<file path="src/rtl/weight_stream_controller_pkg.sv">
// Shared definitions for the weight stream controller.
//   - FSM state encoding
//   - default parameter constants
//   - signed tile element type
package weight_stream_controller_pkg;

  localparam int unsigned DEF_NUM_LANES = 2;
  localparam int unsigned DEF_TILE      = 6;
  localparam int unsigned DEF_EW        = 12;
  localparam int unsigned DEF_AW        = 8;
  localparam int unsigned DEF_SRAM_LAT  = 1;
  localparam int unsigned DEF_LANE_SKEW = 1;

  // Width of one packed memory word per lane.
  localparam int unsigned MEM_W = 512;

  typedef enum logic [1:0] {
    IDLE  = 2'd0,
    ISSUE = 2'd1,
    DRAIN = 2'd2
  } wsc_state_e;

  typedef logic signed [DEF_EW-1:0] tile_elem_t;

endpackage

</file>
<file path="src/rtl/weight_stream_controller_lane_delay.sv">
// weight_lane_delay: per-lane output register plus skew delay line.
//   clk, reset      : clock, asynchronous active-low reset
//   valid_i/tile_i/od_i : tile data with its od tag, as returned by memory
//   valid_o/tile_o/od_o : same, delayed by DEPTH cycles (DEPTH >= 1)
// All three fields shift together so they stay aligned at the output.
module weight_lane_delay
  import weight_stream_controller_pkg::*;
#(
  parameter int unsigned DEPTH = 1,
  parameter int unsigned TW    = 432,
  parameter int unsigned AW    = 8
) (
  input  logic          clk,
  input  logic          reset,
  input  logic          valid_i,
  input  logic [TW-1:0] tile_i,
  input  logic [AW-1:0] od_i,
  output logic          valid_o,
  output logic [TW-1:0] tile_o,
  output logic [AW-1:0] od_o
);

  logic [DEPTH-1:0] valid_q;
  logic [TW-1:0]    tile_q [DEPTH];
  logic [AW-1:0]    od_q   [DEPTH];

  always_ff @(posedge clk or negedge reset) begin
    if (!reset) begin
      valid_q <= '0;
      for (int unsigned i = 0; i < DEPTH; i++) begin
        tile_q[i] <= '0;
        od_q[i]   <= '0;
      end
    end else begin
      valid_q[0] <= valid_i;
      tile_q[0]  <= tile_i;
      od_q[0]    <= od_i;
      for (int unsigned i = 1; i < DEPTH; i++) begin
        valid_q[i] <= valid_q[i-1];
        tile_q[i]  <= tile_q[i-1];
        od_q[i]    <= od_q[i-1];
      end
    end
  end

  assign valid_o = valid_q[DEPTH-1];
  assign tile_o  = tile_q[DEPTH-1];
  assign od_o    = od_q[DEPTH-1];

endmodule

</file>
<file path="src/rtl/weight_stream_controller.sv">
// weight_stream_controller: streams weight tiles for a job of od_count output
// channels from memory, NUM_LANES consecutive ods per issue cycle.
//   clk, reset            : clock, asynchronous active-low reset
//   total_od_i, id_i      : address offset = total_od * id (mod 2^AW)
//   start_i, od_base_i, od_count_i : job start and od range
//   pe_ready_i            : issue permission (stall when 0)
//   busy_o, done_o        : job active, one-cycle completion pulse
//   mem_addr_o/mem_req_o  : per-lane read address and strobe
//   mem_data_i/mem_valid_i: per-lane read data (512b packed) and valid
//   tile_o/tile_valid_o/tile_od_o : per-lane unpacked tile, valid, od tag;
//                           lane k lags memory by 1 + k*LANE_SKEW cycles
module weight_stream_controller
  import weight_stream_controller_pkg::*;
#(
  parameter int unsigned NUM_LANES = DEF_NUM_LANES,
  parameter int unsigned TILE      = DEF_TILE,
  parameter int unsigned EW        = DEF_EW,
  parameter int unsigned AW        = DEF_AW,
  parameter int unsigned SRAM_LAT  = DEF_SRAM_LAT,
  parameter int unsigned LANE_SKEW = DEF_LANE_SKEW
) (
  input  logic                             clk,
  input  logic                             reset,
  input  logic [AW-1:0]                    total_od_i,
  input  logic                             start_i,
  input  logic [AW-1:0]                    od_base_i,
  input  logic [3:0]                       id_i,
  input  logic [AW-1:0]                    od_count_i,
  input  logic                             pe_ready_i,
  output logic                             busy_o,
  output logic                             done_o,
  output logic [NUM_LANES*AW-1:0]          mem_addr_o,
  output logic [NUM_LANES-1:0]             mem_req_o,
  input  logic [NUM_LANES*MEM_W-1:0]       mem_data_i,
  input  logic [NUM_LANES-1:0]             mem_valid_i,
  output logic [NUM_LANES*TILE*TILE*EW-1:0] tile_o,
  output logic [NUM_LANES-1:0]             tile_valid_o,
  output logic [NUM_LANES*AW-1:0]          tile_od_o
);

  localparam int unsigned TW = TILE * TILE * EW;
  localparam int unsigned CW = 16;

  wsc_state_e        state_q, state_d;
  logic [AW+1:0]     od_q, od_d;       // current group base (headroom past end)
  logic [AW:0]       end_q, end_d;     // od_base + od_count
  logic [AW-1:0]     off_q, off_d;     // total_od * id, already truncated
  logic [CW-1:0]     cnt_q, cnt_d;     // outstanding tiles
  logic              issue;
  logic [AW+3:0]     prod;
  logic [NUM_LANES*AW-1:0] issue_od;

  // Only the truncated product is ever used, so it is latched instead of
  // total_od and id separately.
  assign prod = {4'b0000, total_od_i} * {{AW{1'b0}}, id_i};

  always_comb begin
    state_d = state_q;
    od_d    = od_q;
    end_d   = end_q;
    off_d   = off_q;
    issue   = 1'b0;
    done_o  = 1'b0;
    busy_o  = (state_q != IDLE);
    case (state_q)
      IDLE: begin
        if (start_i) begin
          od_d    = {2'b00, od_base_i};
          end_d   = {1'b0, od_base_i} + {1'b0, od_count_i};
          off_d   = prod[AW-1:0];
          state_d = (od_count_i == '0) ? DRAIN : ISSUE;
        end
      end
      ISSUE: begin
        if (pe_ready_i) begin
          issue = 1'b1;
          od_d  = od_q + (AW+2)'(NUM_LANES);
          if (od_d >= {1'b0, end_q}) state_d = DRAIN;
        end
      end
      DRAIN: begin
        if (cnt_q == '0) begin
          done_o  = 1'b1;
          state_d = IDLE;
        end
      end
      default: state_d = IDLE;
    endcase
  end

  always_comb begin
    logic [AW+1:0] lane_od;
    lane_od    = '0;
    mem_addr_o = '0;
    mem_req_o  = '0;
    issue_od   = '0;
    for (int unsigned k = 0; k < NUM_LANES; k++) begin
      lane_od                = od_q + (AW+2)'(k);
      issue_od[k*AW +: AW]   = lane_od[AW-1:0];
      mem_addr_o[k*AW +: AW] = lane_od[AW-1:0] + off_q;
      mem_req_o[k]           = issue && (lane_od < {1'b0, end_q});
    end
  end

  // Stray returns (no matching request) may decrement below zero; clamp.
  always_comb begin
    logic [CW-1:0] inc, dec, sum;
    inc = '0;
    dec = '0;
    for (int unsigned k = 0; k < NUM_LANES; k++) begin
      inc = inc + CW'(mem_req_o[k]);
      dec = dec + CW'(tile_valid_o[k]);
    end
    sum   = cnt_q + inc;
    cnt_d = (sum < dec) ? '0 : (sum - dec);
  end

  always_ff @(posedge clk or negedge reset) begin
    if (!reset) begin
      state_q <= IDLE;
      od_q    <= '0;
      end_q   <= '0;
      off_q   <= '0;
      cnt_q   <= '0;
    end else begin
      state_q <= state_d;
      od_q    <= od_d;
      end_q   <= end_d;
      off_q   <= off_d;
      cnt_q   <= cnt_d;
    end
  end

  // od tag pipeline, SRAM_LAT deep so the tag lines up with mem_valid_i.
  logic [AW-1:0]       tag_q   [NUM_LANES][SRAM_LAT];
  logic [SRAM_LAT-1:0] tag_v_q [NUM_LANES];

  always_ff @(posedge clk or negedge reset) begin
    if (!reset) begin
      for (int unsigned k = 0; k < NUM_LANES; k++) begin
        tag_v_q[k] <= '0;
        for (int unsigned s = 0; s < SRAM_LAT; s++) tag_q[k][s] <= '0;
      end
    end else begin
      for (int unsigned k = 0; k < NUM_LANES; k++) begin
        tag_q[k][0]   <= issue_od[k*AW +: AW];
        tag_v_q[k][0] <= mem_req_o[k];
        for (int unsigned s = 1; s < SRAM_LAT; s++) begin
          tag_q[k][s]   <= tag_q[k][s-1];
          tag_v_q[k][s] <= tag_v_q[k][s-1];
        end
      end
    end
  end

  // Element [i][j] sits at bit (i*TILE+j)*EW of the memory word, so the
  // unpacked tile is the contiguous low TW bits of each lane's word.
  for (genvar k = 0; k < NUM_LANES; k++) begin : g_lane
    logic [AW-1:0] tag_at_mem;
    // Unrequested returns carry tag 0.
    assign tag_at_mem = tag_v_q[k][SRAM_LAT-1] ? tag_q[k][SRAM_LAT-1] : '0;

    weight_lane_delay #(
      .DEPTH (1 + k * LANE_SKEW),
      .TW    (TW),
      .AW    (AW)
    ) u_delay (
      .clk     (clk),
      .reset   (reset),
      .valid_i (mem_valid_i[k]),
      .tile_i  (mem_data_i[k*MEM_W +: TW]),
      .od_i    (tag_at_mem),
      .valid_o (tile_valid_o[k]),
      .tile_o  (tile_o[k*TW +: TW]),
      .od_o    (tile_od_o[k*AW +: AW])
    );
  end

  if (TW < MEM_W) begin : g_unused
    logic unused_hi;
    always_comb begin
      unused_hi = 1'b0;
      for (int unsigned k = 0; k < NUM_LANES; k++)
        unused_hi = unused_hi ^ (^mem_data_i[k*MEM_W+TW +: MEM_W-TW]);
    end
  end

endmodule

</file>
<file path="config.mk">
export PLATFORM = sky130hd
export DESIGN_NAME = weight_stream_controller
export DESIGN_NICKNAME = d
export VERILOG_FILES = /design/src/rtl/weight_stream_controller_pkg.sv /design/src/rtl/weight_stream_controller_lane_delay.sv /design/src/rtl/weight_stream_controller.sv
export SDC_FILE = /design/constraint.sdc
export NUM_CORES = 1
export LEC_CHECK = 0
export ABC_AREA = 0
export CORE_AREA = 2 2 762 764
export CTS_BUF_LIST = sky130_fd_sc_hd__clkbuf_8
export DETAILED_ROUTE_END_ITERATION = 16
export DIE_AREA = 0 0 764 766
export GPL_TIMING_DRIVEN = 0
export PLACE_DENSITY = 0.3
export SYNTH_ARGS = -nofsm -noshare
export SYNTH_HDL_FRONTEND = slang
export SYNTH_SLANG_ARGS = --single-unit
</file>
<file path="constraint.sdc">
create_clock -name clk -period 4.61 [get_ports clk]
set_clock_uncertainty 0.1 [all_clocks]
set_input_delay 0.922 -clock clk [delete_from_list [all_inputs] [get_ports clk]]
set_output_delay 0.922 -clock clk [all_outputs]
set_load 0.1 [all_outputs]
</file>
==> results.rst, run 1 <==
.. list-table::
   :header-rows: 1

   * - Metric
     - Value
   * - Max frequency
     - 210 MHz
   * - Routed Antenna Nets
     - 0
   * - Most used DFF post-synth
     - sky130_fd_sc_hd__dfrtp_1
   * - Ports placed on the boundary
     - 1,960
   * - Number of buffers on the longest clock path
     - 4
   * - Clock tree from TritonCTS
     - yes
   * - Leading cell type by number of instances after synthesis
     - sky130_fd_sc_hd__dfrtp_1
   * - RSZ-0062 raised after global routing
     - yes
   * - Insertion delay to the later sink of the worst-skew pair
     - 1060 ps
   * - Vias per inst
     - 2.33
   * - Post-layout nets
     - 6,352
   * - Count of vias placed by the detailed router
     - 30,800
   * - GRT Resource Usage Total
     - 10.8%
   * - Placed wire-length estimate after detailed placement
     - 274,000 µm
   * - Synth warn
     - 0
   * - Core ar.
     - 0.576 mm²
   * - Endpoint arrival time on the critical path
     - 5540 ps
   * - Synth cell types
     - 59
   * - Share of async-settable or async-resettable flops after synthesis
     - 100%
   * - Net Count, Synth
     - 3,472
   * - DRC
     - 0
   * - Worst-margin pin slew
     - 1560 ps
   * - Post-synthesis instance area
     - 0.0418 mm²
   * - Clock Pin Slew Worst Setup and Hold Paths
     - 60 ps
   * - Final number of max-transition violations
     - 5
   * - Routability cong.
     - 0.921
   * - Failing checks
     - max-capacitance violations, max-slew violations, negative setup slack
   * - Period utilization
     - 103%
   * - Maximum level of the CTS H-tree
     - 5
   * - Number of violations of the max-capacitance limit
     - 5
   * - Count of flip-flops with a built-in enable after synthesis
     - 0
   * - Seq cells post-synth
     - 1,386
   * - Maximum number of pins on one net before global-route repair
     - 167
   * - Placement Setup Slack
     - -1200 ps
   * - Worst slew slack as a fraction of its limit
     - -4.34%
   * - Maximum ir drop on the vdd rail
     - 622 µV
   * - First drt pass iteration count
     - 4
   * - Required time worst endpoint
     - 5400 ps
   * - Routed len/inst
     - 24.5 µm
   * - Effective utilization at floorplan
     - 7.25%
   * - Kind of end point of the critical path
     - register
   * - Synth top area cells
     - sky130_fd_sc_hd__dfrtp_1 83%, sky130_fd_sc_hd__buf_4 8.0%, sky130_fd_sc_hd__ha_1 1.9%
   * - Final count of negative-setup-slack endpoints
     - 15
   * - Input/output buffers
     - 1,799
   * - Std-Cell Rows
     - 279
   * - CP Max Fanout
     - 5
   * - Power per cell area
     - 514 mW/mm²
   * - Final hold viol count
     - 0
   * - Area growth from synthesis to layout
     - 102%
   * - Fin crit period
     - 4750 ps
   * - Proportion of synthesized chip area in sequential cells
     - 83.0%
   * - Die outline height
     - 766 µm
   * - Status
     - finished, violations left
   * - Total power consumption of the routed design
     - 43.2 mW
   * - Worst Hold Slack
     - 203 ps
   * - Final global-route overflow total
     - 0
   * - Crit start category
     - register
   * - Cell count after synthesis
     - 2,338
   * - Wire length of the first global-routing pass
     - 406,000 µm
   * - Final core area utilization
     - 14.6%
   * - Total routed wirelength
     - 324,000 µm
   * - Per-instance average area after synthesis
     - 17.9 µm²
   * - Leak pwr
     - 34.4 nW
   * - Worst Path Class, Setup
     - register to register
   * - Worst Slack Setup Final
     - -142 ps
   * - Iteration-0 DRC count of the detailed router
     - 1,077
   * - Type of the most critical hold path
     - register to register
   * - Die area
     - 0.585 mm²
   * - Root cell of the clock tree
     - sky130_fd_sc_hd__clkbuf_8
   * - Share of Yosys cell area claimed by the top area cell type
     - 83.0%
   * - Overall die width
     - 764 µm
   * - Cell type contributing the most total cell area after synthesis
     - sky130_fd_sc_hd__dfrtp_1
   * - Via count of the first global-routing pass
     - 36,200
   * - TritonCTS buffer count
     - 310
   * - Ratio of cells with drive above 1 in the final layout
     - 22.6%
   * - CTS Sinks
     - 1,386
   * - Most frequent cells after synthesis
     - 1,386 x sky130_fd_sc_hd__dfrtp_1, 445 x sky130_fd_sc_hd__buf_4, 62 x sky130_fd_sc_hd__ha_1
   * - Initial antenna violation count
     - 247
## state kept, by name, indices dropped and copies added, names as in the netlist
signal and count:
cnt_q 16, end_q 9, g_lane.u_delay.od_o 16, g_lane.u_delay.od_q 8, g_lane.u_delay.tile_o 864, g_lane.u_delay.tile_q 432
g_lane.u_delay.valid_o 1, g_lane.u_delay.valid_q 2, od_q 10, off_q 8, state_q 2, tag_q 16
tag_v_q 2
## metal layers
layer / vias to the layer above / track usage (%) / share of wire (%)
li1: 12900 / - / -
met1: 15200 / 10.5 / 33
met2: 1903 / 17.0 / 44
met3: 740 / 8.82 / 18
met4: 90 / 3.54 / 4.2
met5: - / 0 / 0.18
## cell type report
type	instances	area (µm²)
fill	64300	492000
sequential	1386	34700
timing repair buffer	2571	25600
tap	7727	9670
clock buffer	378	5200
multi-input combinational	449	4220
buffer	461	3450
clock inverter	166	1120
inverter	39	155
antenna	45	113
## worst max-delay path, stage by stage, from the launching register on
cell and delay, ps:
sky130_fd_sc_hd__dfrtp_4 470, sky130_fd_sc_hd__buf_6 130, sky130_fd_sc_hd__ha_4 160, sky130_fd_sc_hd__and3_4 180
sky130_fd_sc_hd__and3_4 200, sky130_fd_sc_hd__nand2_8 80, sky130_fd_sc_hd__xnor2_4 130, sky130_fd_sc_hd__ha_4 230
sky130_fd_sc_hd__a21o_1 180, sky130_fd_sc_hd__a2111oi_4 310, sky130_fd_sc_hd__o21a_4 210, sky130_fd_sc_hd__buf_12 110
sky130_fd_sc_hd__fa_2 430, sky130_fd_sc_hd__inv_2 70, sky130_fd_sc_hd__ha_4 120, sky130_fd_sc_hd__inv_2 40
sky130_fd_sc_hd__fa_2 370, sky130_fd_sc_hd__a211oi_4 190, sky130_fd_sc_hd__and2_4 190, sky130_fd_sc_hd__o2111ai_4 200
sky130_fd_sc_hd__nor2_4 220, sky130_fd_sc_hd__buf_6 180, sky130_fd_sc_hd__nor3_2 50
## power breakdown
| part | total, mW | switching (mW) | internal (mW) |
|---|---|---|---|
| Clock | 14.7 | 6.74 | 7.95 |
| Sequential | 13.7 | 0.554 | 13.1 |
| Combinational | 14.9 | 10.1 | 4.82 |
| Total | 43.2 | 17.4 | 25.9 |
## final timing paths
kind	start	endpoint	slack [ps]	depth (start not counted)
min in group asynchronous	reset	g_lane[0].u_delay.tile_o[283]$_DFF_PN0_	400	2
setup reg to reg	od_q[2]$_DFFE_PN0P_	cnt_q[15]$_DFF_PN0_	-140	22
hold / removal	g_lane[1].u_delay.tile_q[531]$_DFF_PN0_	g_lane[1].u_delay.tile_o[99]$_DFF_PN0_	200	0
hold reg to reg	g_lane[1].u_delay.tile_q[531]$_DFF_PN0_	g_lane[1].u_delay.tile_o[99]$_DFF_PN0_	200	0
max in group asynchronous	reset	g_lane[1].u_delay.tile_q[508]$_DFF_PN0_	910	6
setup / recovery	od_q[2]$_DFFE_PN0P_	cnt_q[15]$_DFF_PN0_	-140	22
## per-stage QoR
step                setup TNS (ps)  instances  cell area, µm²
floorplan                    -4590       2338           41900
global placement                 -      11900           69500
detailed placement          -23860      11900           69700
CTS                          -3520      13200           84000
global route                 -4660      13200           84100
finish                       -1250      13200           84200
## placed cells by master (no fill, tap or decap), types with 28 or more instances in the layout
| master | count |
|---|---|
| sky130_fd_sc_hd__clkdlybuf4s50_1 | 1675 |
| sky130_fd_sc_hd__dfrtp_1 | 1379 |
| sky130_fd_sc_hd__dlygate4sd3_1 | 682 |
| sky130_fd_sc_hd__buf_4 | 494 |
| sky130_fd_sc_hd__clkbuf_8 | 379 |
| sky130_fd_sc_hd__inv_1 | 129 |
| sky130_fd_sc_hd__buf_2 | 106 |
| sky130_fd_sc_hd__ha_1 | 47 |
| sky130_fd_sc_hd__diode_2 | 45 |
| sky130_fd_sc_hd__nand2_1 | 45 |
| sky130_fd_sc_hd__clkinv_2 | 33 |
| sky130_fd_sc_hd__and2_1 | 32 |
| sky130_fd_sc_hd__xnor2_1 | 28 |
## repair_timing
item,4_1_cts,5_1_grt
gates cloned,1,0
endpoints found under the setup margin,35,24
resized for setup,223,38
pin swaps,45,28
hold buffers,682,0
hold endpoints to repair,803,0
buffers inserted,52,16
## kinds of logic after synthesis
logic type | synth area share, %
muxes | 0.356
adders and majority gates | 2.53
and+or+nand+nor | 2.28
xor gates and xnor gates | 1.36
buffers and inverters | 8.59
AOI/OAI and AO/OA | 1.84
DFF | 83.0
Note: power is estimated with default switching activity, not from simulation.
==> run 2: changes to the inputs <==
- SETUP_SLACK_MARGIN: unset -> 0.5
==> results.rst, run 2 (synthesis results as in run 1) <==
.. list-table::
   :header-rows: 1

   * - Metric
     - Value
   * - Status
     - finished, violations left (unchanged)
   * - Failing checks
     - negative setup slack (was max-capacitance violations, max-slew violations, negative setup slack)
   * - TritonCTS buffer count
     - 317 (was 310)
   * - Leak pwr
     - 34.5 nW (was 34.4 nW)
   * - Count of vias placed by the detailed router
     - 30,600 (was 30,800)
   * - Max frequency
     - 201 MHz (was 210 MHz)
   * - Wire length of the first global-routing pass
     - 416,000 µm (was 406,000 µm)
   * - Final hold viol count
     - 0 (unchanged)
   * - Most frequent cell on the critical path
     - sky130_fd_sc_hd__and3_4 (was sky130_fd_sc_hd__ha_4)
   * - Placed wire-length estimate after detailed placement
     - 283,000 µm (was 274,000 µm)
   * - Endpoint arrival time on the critical path
     - 5830 ps (was 5540 ps)
   * - Worst Slack Setup Final
     - -367 ps (was -142 ps)
   * - Number of flip-flops in the largest register
     - 864 (unchanged)
   * - Total routed wirelength
     - 334,000 µm (was 324,000 µm)
   * - Iteration-0 DRC count of the detailed router
     - 1,013 (was 1,077)
   * - Maximum ir drop on the vdd rail
     - 441 µV (was 622 µV)
   * - Power per cell area
     - 538 mW/mm² (was 514 mW/mm²)
   * - GRT Resource Usage Total
     - 11.1% (was 10.8%)
   * - Vias per inst
     - 2.33 (about the same)
   * - Final count of negative-setup-slack endpoints
     - 23 (was 15)
   * - Die outline height
     - 766 µm (unchanged)
   * - Input/output buffers
     - 1,799 (unchanged)
   * - Insertion delay to the later sink of the worst-skew pair
     - 1110 ps (was 1060 ps)
   * - Most used cells in the layout excluding fill and tap cells
     - 1,582 x sky130_fd_sc_hd__clkdlybuf4s50_1, 1,381 x sky130_fd_sc_hd__dfrtp_1, 530 x sky130_fd_sc_hd__dlygate4sd3_1 (was 1,675 x sky130_fd_sc_hd__clkdlybuf4s50_1, 1,379 x sky130_fd_sc_hd__dfrtp_1, 682 x sky130_fd_sc_hd__dlygate4sd3_1)
   * - Ratio of cells with drive above 1 in the final layout
     - 24.2% (was 22.6%)
   * - Sequential standard cell area
     - 0.0347 mm² (about the same)
   * - Effective utilization at floorplan
     - 7.25% (unchanged)
   * - Type of the most critical hold path
     - register to register (unchanged)
   * - Worst slew slack as a fraction of its limit
     - 2.40% (was -4.34%)
   * - Period utilization
     - 108% (was 103%)
   * - Worst Path Class, Setup
     - register to register (unchanged)
   * - Initial antenna violation count
     - 287 (was 247)
   * - Final core area utilization
     - 14.5% (was 14.6%)
   * - Root cell of the clock tree
     - sky130_fd_sc_hd__clkbuf_8 (unchanged)
   * - Std-Cell Rows
     - 279 (unchanged)
   * - CP Max Fanout
     - 4 (was 5)
   * - Commonest non-fill, non-tap cell in the layout
     - sky130_fd_sc_hd__clkdlybuf4s50_1 (unchanged)
   * - CTS Sinks
     - 1,386 (unchanged)
   * - Ports placed on the boundary
     - 1,960 (unchanged)
   * - Clock Pin Slew Worst Setup and Hold Paths
     - 60 ps (about the same)
   * - Area after detailed placement
     - 0.0698 mm² (was 0.0697 mm²)
   * - Worst Hold Slack
     - 207 ps (was 203 ps)
   * - Via count of the first global-routing pass
     - 35,800 (was 36,200)
   * - First drt pass iteration count
     - 5 (was 4)
   * - Maximum level of the CTS H-tree
     - 5 (unchanged)
   * - Number of violations of the max-capacitance limit
     - 0 (was 5)
   * - Number of buffers on the longest clock path
     - 4 (unchanged)
   * - Crit start category
     - register (unchanged)
   * - Kind of end point of the critical path
     - register (unchanged)
   * - Clock tree from TritonCTS
     - yes (unchanged)
   * - Routability cong.
     - 0.921 (about the same)
   * - RSZ-0062 raised after global routing
     - yes (unchanged)
   * - Post-route standard cell area excluding fillers
     - 0.0838 mm² (was 0.0842 mm²)
   * - Core ar.
     - 0.576 mm² (unchanged)
   * - Routed len/inst
     - 25.4 µm (was 24.5 µm)
   * - Worst-margin pin slew
     - 1470 ps (was 1560 ps)
   * - Number of fillers in the final layout
     - 64,300 (about the same)
   * - Slowest CP cell
     - sky130_fd_sc_hd__dfrtp_4 (unchanged)
   * - DRC
     - 0 (unchanged)
   * - Required time worst endpoint
     - 5460 ps (was 5400 ps)
   * - Area growth from synthesis to layout
     - 101% (was 102%)
   * - Post-layout nets
     - 6,245 (was 6,352)
   * - Overall die width
     - 764 µm (unchanged)
   * - Area of the multi-input gates
     - 0.00427 mm² (was 0.00422 mm²)
   * - Sequence of cells on the critical path
     - ha_4 -> and3_4 -> buf_8 -> and3_4 -> buf_8 -> nand2_4 -> xnor2_2 -> ha_1 -> a21o_1 -> a2111oi_4 -> o21a_4 -> buf_12 -> fa_2 -> inv_2 -> ha_4 -> inv_4 -> buf_4 -> a211oi_4 -> and2_4 -> and3_4 -> buf_6 -> nand4_1 -> o21a_1 -> nor3_2 (was buf_6 -> ha_4 -> and3_4 -> and3_4 -> nand2_8 -> xnor2_4 -> ha_4 -> a21o_1 -> a2111oi_4 -> o21a_4 -> buf_12 -> fa_2 -> inv_2 -> ha_4 -> inv_2 -> fa_2 -> a211oi_4 -> and2_4 -> o2111ai_4 -> nor2_4 -> buf_6 -> nor3_2)
   * - Fin crit period
     - 4980 ps (was 4750 ps)
   * - Routed Antenna Nets
     - 0 (unchanged)
   * - Final global-route overflow total
     - 0 (unchanged)
   * - Die area
     - 0.585 mm² (unchanged)
   * - Crit path largest cell delay
     - 510 ps (was 470 ps)
   * - Maximum number of pins on one net before global-route repair
     - 159 (was 167)
   * - Final number of max-transition violations
     - 0 (was 5)
run 2: cell type report:
cell class	count	share of cell area, %
Antenna cell	72	0.215
Clock inverter	168	1.67
Sequential cell	1386	41.4
Inverter	39	0.197
Tap cell	7727	11.5
Multi-Input combinational cell	449	5.09
Clock buffer	398	6.54
Buffer	464	4.16
Timing Repair Buffer	2454	29.2
run 2: what timing repair did:
item                                    CTS  global route
pin swaps                                49            35
hold buffers                            530             0
hold endpoints to repair                607             0
cloned                                    1             0
setup buffers                            85            18
gates resized for setup                 403            57
endpoints found under the setup margin  163            29
run 2: where the power goes:
part | switching [mW] | total (mW) | leakage (nW) | internal (mW)
combinational | 10.2 | 15.7 | 14.4 | 5.42
sequential | 0.589 | 13.7 | 16.2 | 13.1
clock | 6.88 | 15.7 | 3.84 | 8.86
run 2: final timing paths:
path,start,to,slack (ps),cells after the start
hold / removal,g_lane[1].u_delay.tile_q[481]$_DFF_PN0_,g_lane[1].u_delay.tile_o[49]$_DFF_PN0_,210,0
setup reg to reg,od_q[1]$_DFFE_PN0P_,cnt_q[15]$_DFF_PN0_,-370,24
min in group asynchronous,reset,g_lane[0].u_delay.tile_o[233]$_DFF_PN0_,330,2
hold reg to reg,g_lane[1].u_delay.tile_q[481]$_DFF_PN0_,g_lane[1].u_delay.tile_o[49]$_DFF_PN0_,210,0
max in group asynchronous,reset,g_lane[1].u_delay.tile_q[552]$_DFF_PN0_,1230,5
setup / recovery,od_q[1]$_DFFE_PN0P_,cnt_q[15]$_DFF_PN0_,-370,24
run 2: through the flow:
stage / power [mW] / std cells / TNS (ps) / setup slack, ps
finish: 45.1 / 13200 / -5380 / -367
global placement: 26.8 / 11900 / - / -76110
floorplan: 21.4 / 2338 / -4590 / -370
CTS: 46.0 / 13100 / -7780 / -469
detailed placement: 26.7 / 11900 / -28500 / -1400
global route: 47.5 / 13100 / -8970 / -498
run 2: critical path: cells and delay by family (launching register included):
kind,cells,cell delay [ps]
xor+xnor,1,80
flops,1,510
simple gates,7,1130
fa+ha+maj,4,1100
buf+inv,7,720
compound gates,5,1250
run 2: per-layer routing:
metal	global-route usage, %	share of wire, %
met5	0	0.17
met1	11.1	34
met2	17.5	44
met3	9.04	18
met4	3.30	3.8
